==> src/rtl/mdu_seq.sv <==
// Sequential multiply/divide unit: shift-add multiply, restoring divide, one bit per cycle.
// Latency WIDTH+2 cycles (1 for divide-by-zero); in_ready only in IDLE, result held until out_ready.
module mdu_seq #(
  parameter int WIDTH = 32
) (
  input  logic             clk,
  input  logic             reset,
  input  logic             in_valid,
  output logic             in_ready,
  input  logic [1:0]       op,
  input  logic             sgn,
  input  logic [WIDTH-1:0] din_a,
  input  logic [WIDTH-1:0] din_b,
  output logic             out_valid,
  input  logic             out_ready,
  output logic [WIDTH-1:0] dout,
  output logic             dz,
  output logic             ovf
);

  localparam int CW = $clog2(WIDTH);
  localparam logic [1:0] OP_MULLO = 2'b00;
  localparam logic [1:0] OP_MULHI = 2'b01;
  localparam logic [1:0] OP_DIV   = 2'b10;

  typedef enum logic [1:0] {S_IDLE, S_RUN, S_FIX, S_DONE} state_t;

  state_t             r_state, w_next;
  logic [1:0]         r_op;
  logic               r_sgn, r_sa, r_sb, r_mindiv;
  logic [WIDTH-1:0]   r_a, r_b, r_q;
  logic [2*WIDTH-1:0] r_acc;
  logic [WIDTH:0]     r_rem;
  logic [CW-1:0]      r_cnt;
  logic [WIDTH-1:0]   r_dout;
  logic               r_dz, r_ovf;

  logic               w_accept, w_bz;
  logic [WIDTH-1:0]   w_a_mag, w_b_mag;
  logic [WIDTH:0]     w_sum, w_shift;
  logic [WIDTH+1:0]   w_diff;
  logic               w_borrow, w_neg;
  logic [2*WIDTH-1:0] w_prod_s;
  logic [WIDTH-1:0]   w_quo_s, w_rem_s, w_res;
  logic               w_ovf;

  assign in_ready  = (r_state == S_IDLE);
  assign out_valid = (r_state == S_DONE);
  assign dout      = r_dout;
  assign dz        = r_dz;
  assign ovf       = r_ovf;

  assign w_accept = in_valid & in_ready;
  assign w_bz     = (din_b == '0);
  assign w_a_mag  = (sgn & din_a[WIDTH-1]) ? -din_a : din_a;
  assign w_b_mag  = (sgn & din_b[WIDTH-1]) ? -din_b : din_b;

  // Multiply: add multiplicand into the high half when the current LSB is set, then shift right.
  assign w_sum = {1'b0, r_acc[2*WIDTH-1:WIDTH]} + {1'b0, (r_acc[0] ? r_a : {WIDTH{1'b0}})};

  // Divide: shift next dividend bit into the partial remainder and try subtracting the divisor.
  assign w_shift  = {r_rem[WIDTH-1:0], r_q[WIDTH-1]};
  assign w_diff   = {1'b0, w_shift} - {2'b00, r_b};
  assign w_borrow = w_diff[WIDTH+1];

  assign w_neg    = r_sgn & (r_sa ^ r_sb);
  assign w_prod_s = w_neg ? -r_acc : r_acc;
  assign w_quo_s  = w_neg ? -r_q : r_q;
  assign w_rem_s  = (r_sgn & r_sa) ? -r_rem[WIDTH-1:0] : r_rem[WIDTH-1:0];

  always_comb begin
    w_res = '0;
    w_ovf = 1'b0;
    case (r_op)
      OP_MULLO: begin
        w_res = w_prod_s[WIDTH-1:0];
        w_ovf = r_sgn ? (w_prod_s[2*WIDTH-1:WIDTH] != {WIDTH{w_prod_s[WIDTH-1]}})
                      : (r_acc[2*WIDTH-1:WIDTH] != '0);
      end
      OP_MULHI: w_res = w_prod_s[2*WIDTH-1:WIDTH];
      OP_DIV: begin
        w_res = w_quo_s;
        w_ovf = r_mindiv;
      end
      default:  w_res = w_rem_s;
    endcase
  end

  always_ff @(posedge clk) begin
    if (reset) r_state <= S_IDLE;
    else       r_state <= w_next;
  end

  always_comb begin
    w_next = r_state;
    case (r_state)
      S_IDLE: if (w_accept) w_next = (op[1] & w_bz) ? S_DONE : S_RUN;
      S_RUN:  if (r_cnt == '0) w_next = S_FIX;
      S_FIX:  w_next = S_DONE;
      S_DONE: if (out_ready) w_next = S_IDLE;
      default: w_next = S_IDLE;
    endcase
  end

  always_ff @(posedge clk) begin
    if (reset) begin
      r_op <= '0; r_sgn <= 1'b0; r_sa <= 1'b0; r_sb <= 1'b0; r_mindiv <= 1'b0;
      r_a <= '0; r_b <= '0; r_q <= '0; r_acc <= '0; r_rem <= '0; r_cnt <= '0;
      r_dout <= '0; r_dz <= 1'b0; r_ovf <= 1'b0;
    end else begin
      case (r_state)
        S_IDLE: if (w_accept) begin
          r_op     <= op;
          r_sgn    <= sgn;
          r_sa     <= sgn & din_a[WIDTH-1];
          r_sb     <= sgn & din_b[WIDTH-1];
          r_mindiv <= sgn & (din_a == {1'b1, {(WIDTH-1){1'b0}}}) & (&din_b);
          r_a      <= w_a_mag;
          r_b      <= w_b_mag;
          r_q      <= w_a_mag;
          r_acc    <= {{WIDTH{1'b0}}, w_b_mag};
          r_rem    <= '0;
          r_cnt    <= CW'(WIDTH-1);
          r_ovf    <= 1'b0;
          r_dz     <= op[1] & w_bz;
          // Divide by zero answers straight away: DIV all ones, REM the raw dividend.
          if (op[1] & w_bz) r_dout <= op[0] ? din_a : {WIDTH{1'b1}};
        end
        S_RUN: begin
          r_cnt <= r_cnt - CW'(1);
          if (r_op[1]) begin
            r_rem <= w_borrow ? w_shift : w_diff[WIDTH:0];
            r_q   <= {r_q[WIDTH-2:0], ~w_borrow};
          end else begin
            r_acc <= {w_sum, r_acc[WIDTH-1:1]};
          end
        end
        S_FIX: begin
          r_dout <= w_res;
          r_ovf  <= w_ovf;
        end
        default: ;
      endcase
    end
  end

endmodule

==> config.mk <==
export PLATFORM = sky130hd
export DESIGN_NAME = mdu_seq
export DESIGN_NICKNAME = d
export VERILOG_FILES = /design/src/rtl/mdu_seq.sv
export SDC_FILE = /design/constraint.sdc
export NUM_CORES = 1
export LEC_CHECK = 0
export ABC_CLOCK_PERIOD_IN_PS = 9300
export BUFFER_PORTS_ARGS = -buffer_cell sky130_fd_sc_hd__buf_2
export CAP_MARGIN = 15
export CORE_MARGIN = 4
export CORE_UTILIZATION = 55
export DETAILED_ROUTE_END_ITERATION = 10
export GPL_ROUTABILITY_DRIVEN = 0
export PLACE_DENSITY = 0.73
export SYNTH_ARGS = -nofsm -noshare
export SYNTH_HDL_FRONTEND = slang
export SYNTH_SLANG_ARGS = --single-unit
export TNS_END_PERCENT = 5
==> constraint.sdc <==
create_clock -name clk -period 9.3 [get_ports clk]
set_input_delay 1.86 -clock clk [delete_from_list [all_inputs] [get_ports clk]]
set_output_delay 1.86 -clock clk [all_outputs]
set_load 0.1 [all_outputs]
# After elaboration in Yosys (flattened, before gate mapping)

Cells that the tools add are included.
Widths: inputs -> output; s select.

Latch bits: 0
Register bits: 239
Memories: 0
Memory bits (read-only): 0
Input port bits: 71
Output and inout bits: 36
Bits in writable memories: 0
Word-level logic and storage cells: 93

Magnitude comparators: 0
Div/mod/pow operators: 0
$add $sub $neg: 8
Shift operators: 0
Equality and inequality tests: 13
Multipliers: 0
Bitwise operators: 10
Reduce and logical (&&, ||, !) cells: 15
Multiplexer cells: 32

Operator list:

| kind                 | count |
|---|---|
| $mux 32              | 13 |
| $mux 64              | 3 |
| $pmux 32 s2          | 3 |
| $neg 32->32          | 4 |
| $pmux 64 s2          | 1 |
| $pmux 32 s3          | 1 |
| $neg 64->64          | 1 |
| $sub 33x32->34       | 1 |
| $add 32x32->33       | 1 |
| $eq 32x32->1 const B | 1 |
| $logic_not 32->1     | 1 |
| $ne 32x32->1         | 1 |
| $reduce_and 32->1    | 1 |
| $reduce_bool 32->1   | 1 |
| $reduce_and 3->1     | 4 |
| $pmux 5 s2           | 1 |
| $and 1x1->1          | 8 |
| $mux 2               | 4 |
| $pmux 2 s4           | 1 |
| $eq 2x2->1 const B   | 3 |
| $ne 2x1->1 const B   | 3 |
| $ne 2x2->1 const B   | 3 |
| $reduce_and 2->1     | 3 |
| $logic_not 5->1      | 1 |
| other kinds (9)      | 14 |

# Depth between registers and ports, before layout

Gate-level depths: netlist of the first run.

Depth in word-level cells: 7
Gate-level depth with buffers: 14

# Worst setup path after synthesis of the first run

Ideal clock, no wire load.

Path type: in2reg
Start point: in din_b[2]
End point: reg r_dout[23], in the netlist dout[23]
Stages on the path: 11
Data required time: 9.169 ns
Setup slack: 4.834 ns
Library setup time: 0.131 ns
Data arrival time: 4.335 ns
Cells stage by stage: or4_1 > clkbuf_1 > nor4_2 > nand3_1 > nor4b_2 > a21boi_1 > buf_2 > buf_1 > clkbuf_1 > nand3_1 > o31ai_1

Longest elaborated chain between the ends: 4

Ends and longest elaborated chain:

| element                           | RTL line | source |
|---|---|---|
| from (decl)                       | 13       | `input logic [WIDTH-1:0] din_b,` |
| $logic_not 32->1                  | 54       | `assign w_bz = (din_b == '0);` |
| $and 1x1->1                       | 127      | `if (op[1] & w_bz) r_dout <= op[0] ? din_a : {WIDTH{1'b1}};` |
| $ne 2x1->1 (no source line)       | --       |  |
| $reduce_and 3->1 (no source line) | --       |  |
| to (signal assigned)              | 127      |  |
| to (signal assigned)              | 139      | `r_dout <= w_res;` |
| to (decl)                         | 35       | `logic [WIDTH-1:0] r_dout;` |

No other way between the ends.
A chain may end at the register's enable or synchronous reset.

# Worst setup path after layout of the first run

Start point: in din_b[2]
End point: reg r_dout[22], in the netlist dout[22]

The elaborated chain is that of the path after synthesis.

==> results.json, run 1 <==
{
  "synth_fa_ha_area_share_pct": 5.51,
  "hp-class": "reg2reg",
  "antenna_found_initial": 0,
  "clk_pin_slew_ns": 0.06,
  "fill_cells": 2923,
  "layout_commonest_cell": "nand2_1",
  "synthArstFlopShare_pct": 0,
  "std_cell_rows": 65,
  "min_period_ns": 5.26,
  "clockBufferDepth": 3,
  "synth-main-ff-cell": "dfxtp_1",
  "maxCapViolations": 0,
  "crit_type": "in2reg",
  "h-tree-depth": 1,
  "relSlewSlack_pct": 30.7,
  "timing.rr.end": "dout[23]$_SDFFE_PP0P_",
  "yosys_warnings": 0,
  "cts_root_buffer": "clkbuf_16",
  "hold_depth": 2,
  "grt_max_degree": 94,
  "mostFrequentLayoutCells": "nand2_1 (287), nor2_1 (240), dfxtp_1 (238), a21oi_1 (205), o21ai_0 (150)",
  "overflow": 0,
  "synth_compound_area_share_pct": 25.3,
  "synth_top_family_by_area": "compound AO/OA/AOI/OAI gates",
  "post-route-period-util_pct": 56.5,
  "ys_types": 86,
  "multiInputGateArea_sq_um": 12400,
  "setup_viol": 0,
  "drc": 0,
  "dpl.hpwl_microns": 42800,
  "reg2reg_from": "r_acc[33]$_SDFFE_PP0P_",
  "crit_path_max_fanout": 19,
  "numClockSinks": 239,
  "finalHoldViolations": 0,
  "min_to": "dout[30]$_SDFFE_PP0P_",
  "clk_latency_ns": 0.56,
  "power_density_nw_per_um2": 268,
  "ys_seq_elements": 239,
  "design.die.area_sq_um": 35700,
  "syn_to_final_growth_pct": 9.75,
  "drv_slew": 0,
  "viasPerCell": 6.40,
  "crit_path_end_kind": "flip-flop",
  "cts_hold_buffers": 0,
  "synth_nets": 2536,
  "die_h_microns": 189,
  "io_pins": 107,
  "firstDrtPassIters": 6,
  "routedWlPerCell_microns": 20.5,
  "antennaDiodeCount": 0,
  "status": "finished, final reports clean",
  "cts-buffers-inserted": 28,
  "ant_nets": 0,
  "power_mw": 5.28,
  "grt_usage_pct": 31.4,
  "vias": 18300,
  "drive_gt1_share_pct": 10.1,
  "synth_edf_count": 0,
  "drtIter0Drc": 2071,
  "min_from": "dout[30]$_SDFFE_PP0P_",
  "setup.worst_path.start": "din_b[2]",
  "port-buffer-count": 106,
  "cp.arrival_ns": 5.66,
  "netlist_instances": 2387,
  "grt_pass1_vias": 16900,
  "regArea_sq_um": 4790,
  "grt_first_pass_wirelength_microns": 92000,
  "synth-simple-area-share_pct": 22.6,
  "r2r_setup_slack_ns": 5.15,
  "final_util_pct": 61.9,
  "fp.dieW_microns": 189,
  "rsz0062_at_grt": "no",
  "finalClockSkew_ns": 0.0156,
  "netlist_area_sq_um": 18000,
  "drt-total-wl_microns": 58400,
  "muxShareOfSynthArea_pct": 4.41,
  "cts_setup_buffers": 0,
  "yosysSeqAreaShare_pct": 26.6,
  "initial_core_util_pct": 56.4,
  "critPathLaunchType": "input pin",
  "power_leakage_nw": 7.55,
  "ctsResizeCount": 0,
  "layout.nets": 2546,
  "tritoncts": "built",
  "tightest_slew_ns": 1.03,
  "finalSetupTns_ns": 0,
  "fmax_mhz": 190,
  "ir_drop_mv": 0.159,
  "coreArea_sq_um": 31900,
  "synth.avg_cell_area_sq_um": 7.53,
  "reg2regPathDepth": 9,
  "synth-xor-area-share_pct": 10.7,
  "cp_data_required_time_ns": 9.70
}
==> per-stage QoR <==
stage	instance area, sq um	instances	setup slack [ns]	hold slack (ns)
detailed placement	18700	2802	3.52	0.448
floorplan	18000	2387	4.83	0.432
CTS	19700	2854	4.11	0.457
global placement	18700	2802	3.64	0.438
global route	19700	2854	3.87	0.487
finish	19700	2854	4.04	0.458
==> power by group <==
part	internal, mW	total [mW]	switching (mW)	leakage [nW]
Clock	0.740	1.21	0.470	0.490
Combinational	0.806	2.54	1.74	5.11
Sequential	1.26	1.53	0.276	1.95
==> Yosys cell counts, types with 8 or more instances <==
master	instances	area, sq um
nand2_1	288	1080
nor2_1	241	905
dfxtp_1	239	4780
a21oi_1	207	1040
o21ai_0	151	756
clkbuf_1	134	503
xnor2_1	129	1130
a211oi_1	92	691
xor2_1	91	797
inv_1	77	289
ha_1	76	951
nor3_1	56	280
and2_1	44	275
nand3_1	44	220
o31ai_1	35	263
nor4_1	33	206
mux2i_1	32	320
o211ai_1	32	240
a21o_1	27	203
a31oi_1	26	163
nand4_1	26	163
mux4_2	21	473
or4_1	21	158
or3_1	19	119
a22oi_1	15	113
and3_1	13	81.3
nand2b_1	13	81.3
o41ai_1	13	114
or2_2	13	81.3
o21a_1	11	82.6
buf_1	8	30.0
nor2b_1	8	50.1
==> sequential cells by signal, summed over array words and instances, names as in the netlist, 2 cells and up <==
register and cells:
dout 32, r_a 32, r_acc 64, r_b 32, r_cnt 5, r_op 2, r_q 32, r_rem 32
r_state 2
==> final cells by class <==
cell class / instances / area share [%]
multi-input combinational: 1919 / 62.7
sequential: 239 / 24.2
clock buffer: 37 / 4.03
timing repair buffer: 130 / 3.63
tap: 435 / 2.76
inverter: 79 / 1.50
clock inverter: 15 / 1.09
==> routing by layer <==
layer	track usage [%]	vias to the layer above	routed length, microns
met5	0	-	0
met4	14.2	0	2950
met3	3.63	174	5160
met2	49.9	891	25900
met1	43.1	8536	24400
li1	-	8678	-
==> cell families after synthesis <==
| group | count (synthesis) |
|---|---|
| fa+ha+maj | 78 |
| flops | 239 |
| xor+xnor | 220 |
| mux | 53 |
| simple gates | 857 |
| compound gates | 711 |
| buf+inv | 229 |
==> how the worst max path moves through the flow <==
| stage | end | slack [ns] |
|---|---|---|
| final | dout[22]$_SDFFE_PP0P_ | 4.04 |
| after global placement | dout[18]$_SDFFE_PP0P_ | 3.64 |
| after detailed placement | dout[18]$_SDFFE_PP0P_ | 3.52 |
| after global routing | dout[18]$_SDFFE_PP0P_ | 3.87 |
| after floorplan | dout[23]$_SDFFE_PP0P_ | 4.83 |
| after CTS | dout[18]$_SDFFE_PP0P_ | 4.11 |
==> critical path, cell delays in order <==
cell       delay [ns]
buf_2            0.13
or4_1            0.66
nor4_2           0.66
nand3_1          0.40
nor4b_2          0.80
o2bb2ai_2        0.47
nand2_1          0.32
nor3_1           0.26
nor4_1           0.08
Note: power is estimated with default switching activity, not from simulation.
==> run 2: changes to the inputs <==
Settings changed: ABC_CLOCK_PERIOD_IN_PS 9300 to 4900.
Clock period 9.3 ns to 4.9 ns, I/O delays scaled along.
==> run 2 against run 1 <==
Against the previous run:
- routed wire length is 0.73% higher
- worst hold slack worse by 0.0054 ns
- sequential cell count stayed put
- largest cell class unchanged
- via count rose by 0.59%
- largest power group unchanged
- final cell count grew 0.53%
- power is 89% higher
- utilization up 0.21 points
- die area stayed put
==> results.json, run 2 (synthesis gave the netlist of run 1 again) <==
{
  "power_frac_clock_pct": 22.2,
  "cts_setup_buffers": 0,
  "std_cell_rows": 65,
  "die_h_microns": 189,
  "stdcell_count": 2869,
  "relSlewSlack_pct": 22.0,
  "pre_cts_ws_ns": 0.509,
  "post-route-period-util_pct": 80.3,
  "grt_pass1_vias": 17100,
  "clk_pin_slew_ns": 0.06,
  "rsz0062_at_grt": "no",
  "drive_gt1_share_pct": 10.7,
  "finalHoldViolations": 0,
  "cp_cell_sequence": "or4_1, nor4_1, nand3_1, nor3_2, a21oi_1, xnor2_1, nand4b_1, o21ai_0, a41oi_1",
  "place_area_sq_um": 18800,
  "cts_hold_buffers": 0,
  "ant_nets": 0,
  "fill_cells": 2873,
  "ir_drop_mv": 0.412,
  "port-buffer-count": 106,
  "vias": 18400,
  "tritoncts": "built",
  "critPathLaunchType": "flip-flop",
  "io_pins": 107,
  "fmax_mhz": 254,
  "regArea_sq_um": 4790,
  "maxCapViolations": 0,
  "finalClockSkew_ns": 0.0167,
  "mostFrequentLayoutCells": "nand2_1 (287), nor2_1 (240), dfxtp_1 (238), a21oi_1 (205), o21ai_0 (150)",
  "cp_slowest_stage_delay_ns": 0.73,
  "numClockSinks": 239,
  "antenna_found_initial": 0,
  "drtIter0Drc": 2125,
  "grt_first_pass_wirelength_microns": 92300,
  "drc": 0,
  "clockBufferDepth": 3,
  "drv_slew": 0,
  "sw_frac_of_total_pct": 47.3,
  "setup_viol": 0,
  "hp-class": "reg2reg",
  "pwr-share-comb_pct": 48.7,
  "initial_core_util_pct": 56.4,
  "p_int_mw": 5.25,
  "drt-total-wl_microns": 58900,
  "crit_slowest_cell": "nor4_1",
  "fp.dieW_microns": 189,
  "regMostFlops": "r_acc",
  "layout.nets": 2561,
  "crit_type": "reg2reg",
  "firstDrtPassIters": 6,
  "clk_latency_ns": 0.56,
  "overflow": 0,
  "p_switching_mw": 4.72,
  "p_seq_share_pct": 29.1,
  "antennaDiodeCount": 0,
  "grt_max_degree": 94,
  "grt_usage_pct": 31.5,
  "cp.arrival_ns": 4.33,
  "power_density_nw_per_um2": 504,
  "h-tree-depth": 1,
  "layout_commonest_cell": "nand2_1",
  "largest_reg_flops": 64,
  "min_period_ns": 3.94,
  "status": "finished, final reports clean",
  "routedWlPerCell_microns": 20.5,
  "dp.cells": 2816,
  "coreArea_sq_um": 31900,
  "finalSetupTns_ns": 0,
  "tightest_slew_ns": 1.17,
  "cts_root_buffer": "clkbuf_16",
  "syn_to_final_growth_pct": 10.1,
  "design.die.area_sq_um": 35700,
  "worst_slack_ns": 0.965,
  "dpl.hpwl_microns": 43400,
  "viasPerCell": 6.41,
  "multiInputGateArea_sq_um": 12400,
  "crit_path_max_fanout": 9,
  "cts-buffers-inserted": 29,
  "cp_data_required_time_ns": 5.30,
  "crit_path_end_kind": "flip-flop",
  "ctsResizeCount": 0,
  "power_leakage_nw": 7.61,
  "finalInstanceArea_sq_um": 19800
}
-- run 2: worst max-delay path: cells and delay by family, from the launching register on --
| family | cells | cell delay (ns) |
|---|---|---|
| simple gates | 5 | 2.27 |
| compound gates | 3 | 0.58 |
| flops | 1 | 0.42 |
| xor+xnor | 1 | 0.51 |
-- run 2: layout make-up --
type                            count  area share [%]
Sequential cell                   239            24.2
Tap cell                          435            2.75
Multi-Input combinational cell   1919            62.5
Timing Repair Buffer              144            4.15
Clock buffer                       38            4.09
Clock inverter                     15           0.828
Inverter                           79            1.50
-- run 2: power by group through the flow --
stage               clock network, mW  logic (mW)  registers (mW)
finish                           2.22        4.86            2.90
global route                     2.30        5.29            2.95
CTS                              2.23        4.78            2.87
detailed placement                  0        4.74            2.91
global placement                    0        4.66            2.89
floorplan                           0        3.23            3.11
-- run 2: layer usage --
| metal | vias up | GRT usage [%] | part of all wire (%) | routed length [microns] |
|---|---|---|---|---|
| met3 | 173 | 4.61 | 9.5 | 5610 |
| met1 | 8586 | 42.6 | 41 | 24200 |
| met5 | - | 0 | 0 | 0 |
| met2 | 921 | 50.3 | 44 | 26100 |
| li1 | 8706 | - | - | - |
| met4 | 0 | 13.8 | 5.0 | 2960 |
-- run 2: worst paths after layout --
path                          start  depth (start not counted)  slack (ns)                     to
min reg2reg   dout[26]$_SDFFE_PP0P_                          2        0.45  dout[26]$_SDFFE_PP0P_
max          r_acc[33]$_SDFFE_PP0P_                          9        0.96       ovf$_SDFFE_PP0P_
min           dout[26]$_SDFFE_PP0P_                          2        0.45  dout[26]$_SDFFE_PP0P_
max reg2reg  r_acc[33]$_SDFFE_PP0P_                          9        0.96       ovf$_SDFFE_PP0P_
-- run 2: per-stage QoR --
| stage | utilization (%) | hold WS (ns) | total power [mW] |
|---|---|---|---|
| 2_1_floorplan | - | 0.432 | 6.34 |
| 3_3_place_gp | 59.1 | 0.442 | 7.55 |
| 3_5_place_dp | 59.1 | 0.444 | 7.65 |
| 4_1_cts | 62.1 | 0.455 | 9.88 |
| 5_1_grt | 62.1 | 0.486 | 10.5 |
| 6_report | 62.1 | 0.453 | 9.98 |
==> run 3: changes to the inputs <==
Settings changed: ABC_AREA set to 1, ABC_CLOCK_PERIOD_IN_PS 4900 to 3600, PLACE_DENSITY 0.73 to 0.76.
Clock period 4.9 ns to 3.6 ns, I/O delays scaled along.
==> run 3 against run 2 <==
Against the previous run:
- critical path depth increased by 5
- routed wire length is 29% higher
- via count up 29%
- utilization down 0.70 points
- setup slack got worse by 0.82 ns
- clock skew grew 0.029 ns
- first-iteration DRC count up 70%
- sequential share of layout area down 2.3 points
- combinational power is 71% higher
- synthesized cell count is 40% higher
- clock power grew 51%
==> results.json, run 3 <==
{
  "timing.rr.end": "r_rem[28]$_SDFFE_PP0P_",
  "cpMostUsedCell": "inv_1",
  "synth_fa_ha_area_share_pct": 5.01,
  "ys_types": 51,
  "std_cell_rows": 69,
  "yosysSeqAreaShare_pct": 24.2,
  "grt_max_degree": 195,
  "cts_hold_buffers": 0,
  "regArea_sq_um": 4780,
  "synth_nets": 3482,
  "setup.worst_path.start": "r_q[31]$_SDFFE_PP0P_",
  "grt_first_pass_wirelength_microns": 116000,
  "power_leakage_nw": 10.4,
  "maxCapViolations": 0,
  "power_frac_clock_pct": 21.6,
  "ir_drop_mv": 0.659,
  "vias": 23700,
  "synth-main-ff-cell": "dfxtp_1",
  "port-buffer-count": 106,
  "grt_usage_pct": 36.9,
  "p_int_mw": 7.59,
  "ant_nets": 0,
  "power_mw": 15.5,
  "antenna_found_initial": 2,
  "cp_slowest_stage_delay_ns": 0.54,
  "drv_slew": 0,
  "fmax_mhz": 290,
  "synthArstFlopShare_pct": 0,
  "hp-class": "in2reg",
  "design.die.area_sq_um": 39100,
  "firstDrtPassIters": 9,
  "tritoncts": "built",
  "sw_frac_of_total_pct": 51.1,
  "cp.arrival_ns": 3.86,
  "p_switching_mw": 7.93,
  "fp.dieW_microns": 198,
  "finalHoldViolations": 0,
  "clk_latency_ns": 0.60,
  "cts-buffers-inserted": 28,
  "ys_seq_elements": 239,
  "status": "finished, final reports clean",
  "cp_data_required_time_ns": 4.01,
  "netlist_top_cells_count": "nand2_1 (755), a21oi_1 (428), inv_1 (411)",
  "fill_cells": 3443,
  "synth_compound_area_share_pct": 25.5,
  "pwr-share-comb_pct": 53.6,
  "finalInstanceArea_sq_um": 21800,
  "numClockSinks": 239,
  "place_area_sq_um": 20800,
  "rsz0062_at_grt": "no",
  "relSlewSlack_pct": 32.6,
  "p_seq_share_pct": 24.8,
  "reg2regPathDepth": 14,
  "layout_commonest_cell": "nand2_1",
  "synth.most_common_cell": "nand2_1",
  "tightest_slew_ns": 1.01,
  "mostFrequentLayoutCells": "nand2_1 (753), a21oi_1 (428), inv_1 (411), nor2_1 (395), o21ai_0 (299)",
  "dpl.hpwl_microns": 58000,
  "ctsResizeCount": 0,
  "drtIter0Drc": 3602,
  "coreArea_sq_um": 35600,
  "endpoint": "r_rem[28]$_SDFFE_PP0P_",
  "setup_viol": 0,
  "cp.depth": 14,
  "min_period_ns": 3.45,
  "clockBufferDepth": 3,
  "holdWs_ns": 0.434,
  "critPathLaunchType": "flip-flop",
  "yosys.area.top_type": "dfxtp_1",
  "crit_path_end_kind": "flip-flop",
  "crit_path_max_fanout": 4,
  "finalClockSkew_ns": 0.0462,
  "cts_root_buffer": "clkbuf_16",
  "routedWlPerCell_microns": 19.7,
  "synth.avg_cell_area_sq_um": 5.94,
  "die_h_microns": 198,
  "initial_core_util_pct": 55.6,
  "largest_reg_flops": 64,
  "crit_slowest_cell": "o21ai_0",
  "synth_top_area_share_pct": 24.2,
  "drt-total-wl_microns": 75900,
  "netlist_instances": 3333,
  "netlist_area_sq_um": 19800,
  "cts_setup_buffers": 0,
  "clk_pin_slew_ns": 0.07,
  "finalSetupTns_ns": 0,
  "path_delay_family": "compound AO/OA/AOI/OAI gates",
  "synth_top_family_by_area": "simple AND/OR/NAND/NOR gates",
  "h-tree-depth": 1,
  "regMostFlops": "r_acc",
  "viasPerCell": 6.15,
  "power_density_nw_per_um2": 710,
  "synth-xor-area-share_pct": 3.89,
  "layout.nets": 3522,
  "post-route-period-util_pct": 95.9,
  "r2r_setup_slack_ns": 0.15,
  "overflow": 0,
  "multiInputGateArea_sq_um": 12900,
  "syn_to_final_growth_pct": 10.4,
  "synth_edf_count": 0,
  "ys_top_cells_by_area": "dfxtp_1 (24%), nand2_1 (14%), a21oi_1 (11%)",
  "drive_gt1_share_pct": 7.16,
  "drc": 0,
  "muxShareOfSynthArea_pct": 0,
  "io_pins": 107,
  "synth-simple-area-share_pct": 30.7,
  "crit_buf_inv": 4,
  "reg2reg_from": "r_q[31]$_SDFFE_PP0P_",
  "grt_pass1_vias": 20900,
  "yosys_warnings": 0,
  "cp_cell_sequence": "inv_1, ha_1, inv_1, fa_1, inv_1, o31ai_1, buf_4, a21oi_1, o21ai_0, nand3_1, nand3_1, nand2_1, o221ai_1, a21oi_1",
  "crit_type": "reg2reg"
}
## run 3: changes by cell type after synthesis, sizes merged, moves of 32 or more
cell,previous run,this run
o21ai,154,310
xnor2,129,33
mux2i,32,0
nand3,44,169
nand2,288,762
a211oi,92,6
nor2,241,400
and2,44,0
a21oi,207,428
xor2,91,55
inv,77,414
## run 3: worst reg2reg max path, stage by stage (launching register included)
cell and delay [ns]:
dfxtp_1 0.47, inv_1 0.19, ha_1 0.27, inv_1 0.15, fa_1 0.28, inv_1 0.09
o31ai_1 0.24, buf_4 0.16, a21oi_1 0.10, o21ai_0 0.54, nand3_1 0.28, nand3_1 0.16
nand2_1 0.06, o221ai_1 0.20, a21oi_1 0.10
## run 3: logic make-up after synthesis
group / after synthesis
and+or+nand+nor: 1461
AOI/OAI and AO/OA: 914
buffers and inverters: 553
DFF: 239
xor gates and xnor gates: 88
adders and majority gates: 78
## run 3: metrics by stage
stage	util [%]	setup WS, ns	std cells
after floorplan	-	0.856	3333
after global placement	58.3	0.423	3803
after detailed placement	58.4	0.412	3804
after CTS	61.4	0.337	3856
after global routing	61.4	0.114	3856
final	61.4	0.147	3858
## run 3: worst min-delay path by stage
stage / startpoint / to / slack, ns / cells past startpoint
after detailed placement: r_cnt[0]$_SDFFE_PP0P_ / r_cnt[0]$_SDFFE_PP0P_ / 0.45 / 2
after global routing: op[0] / r_op[0]$_SDFFE_PP0P_ / 0.44 / 3
after global placement: r_cnt[0]$_SDFFE_PP0P_ / r_cnt[0]$_SDFFE_PP0P_ / 0.45 / 2
after floorplan: r_cnt[0]$_SDFFE_PP0P_ / r_cnt[0]$_SDFFE_PP0P_ / 0.44 / 2
after CTS: op[0] / r_op[0]$_SDFFE_PP0P_ / 0.41 / 3
final: op[0] / r_op[0]$_SDFFE_PP0P_ / 0.43 / 3
## run 3: layer usage
metal / global-route usage [%] / share of wire [%]
met4: 13.9 / 5.1
met2: 55.8 / 41
met3: 11.2 / 14
met5: 0 / 0.024
met1: 49.9 / 39
## run 3: cell type report
type	count	share of cell area, %
Multi-Input combinational cell	2541	59.0
Sequential cell	239	21.9
Inverter	417	7.16
Timing Repair Buffer	146	4.32
Clock buffer	34	3.54
Tap cell	461	2.64
Clock inverter	18	1.41
Antenna cell	2	0.0229
## run 3: power by group through the flow
stage	Combinational [mW]	Clock (mW)	Sequential, mW
CTS	7.96	3.36	3.80
global route	8.98	3.48	3.90
finish	8.33	3.35	3.85
floorplan	5.25	0	4.19
detailed placement	7.91	0	3.85
global placement	7.77	0	3.84
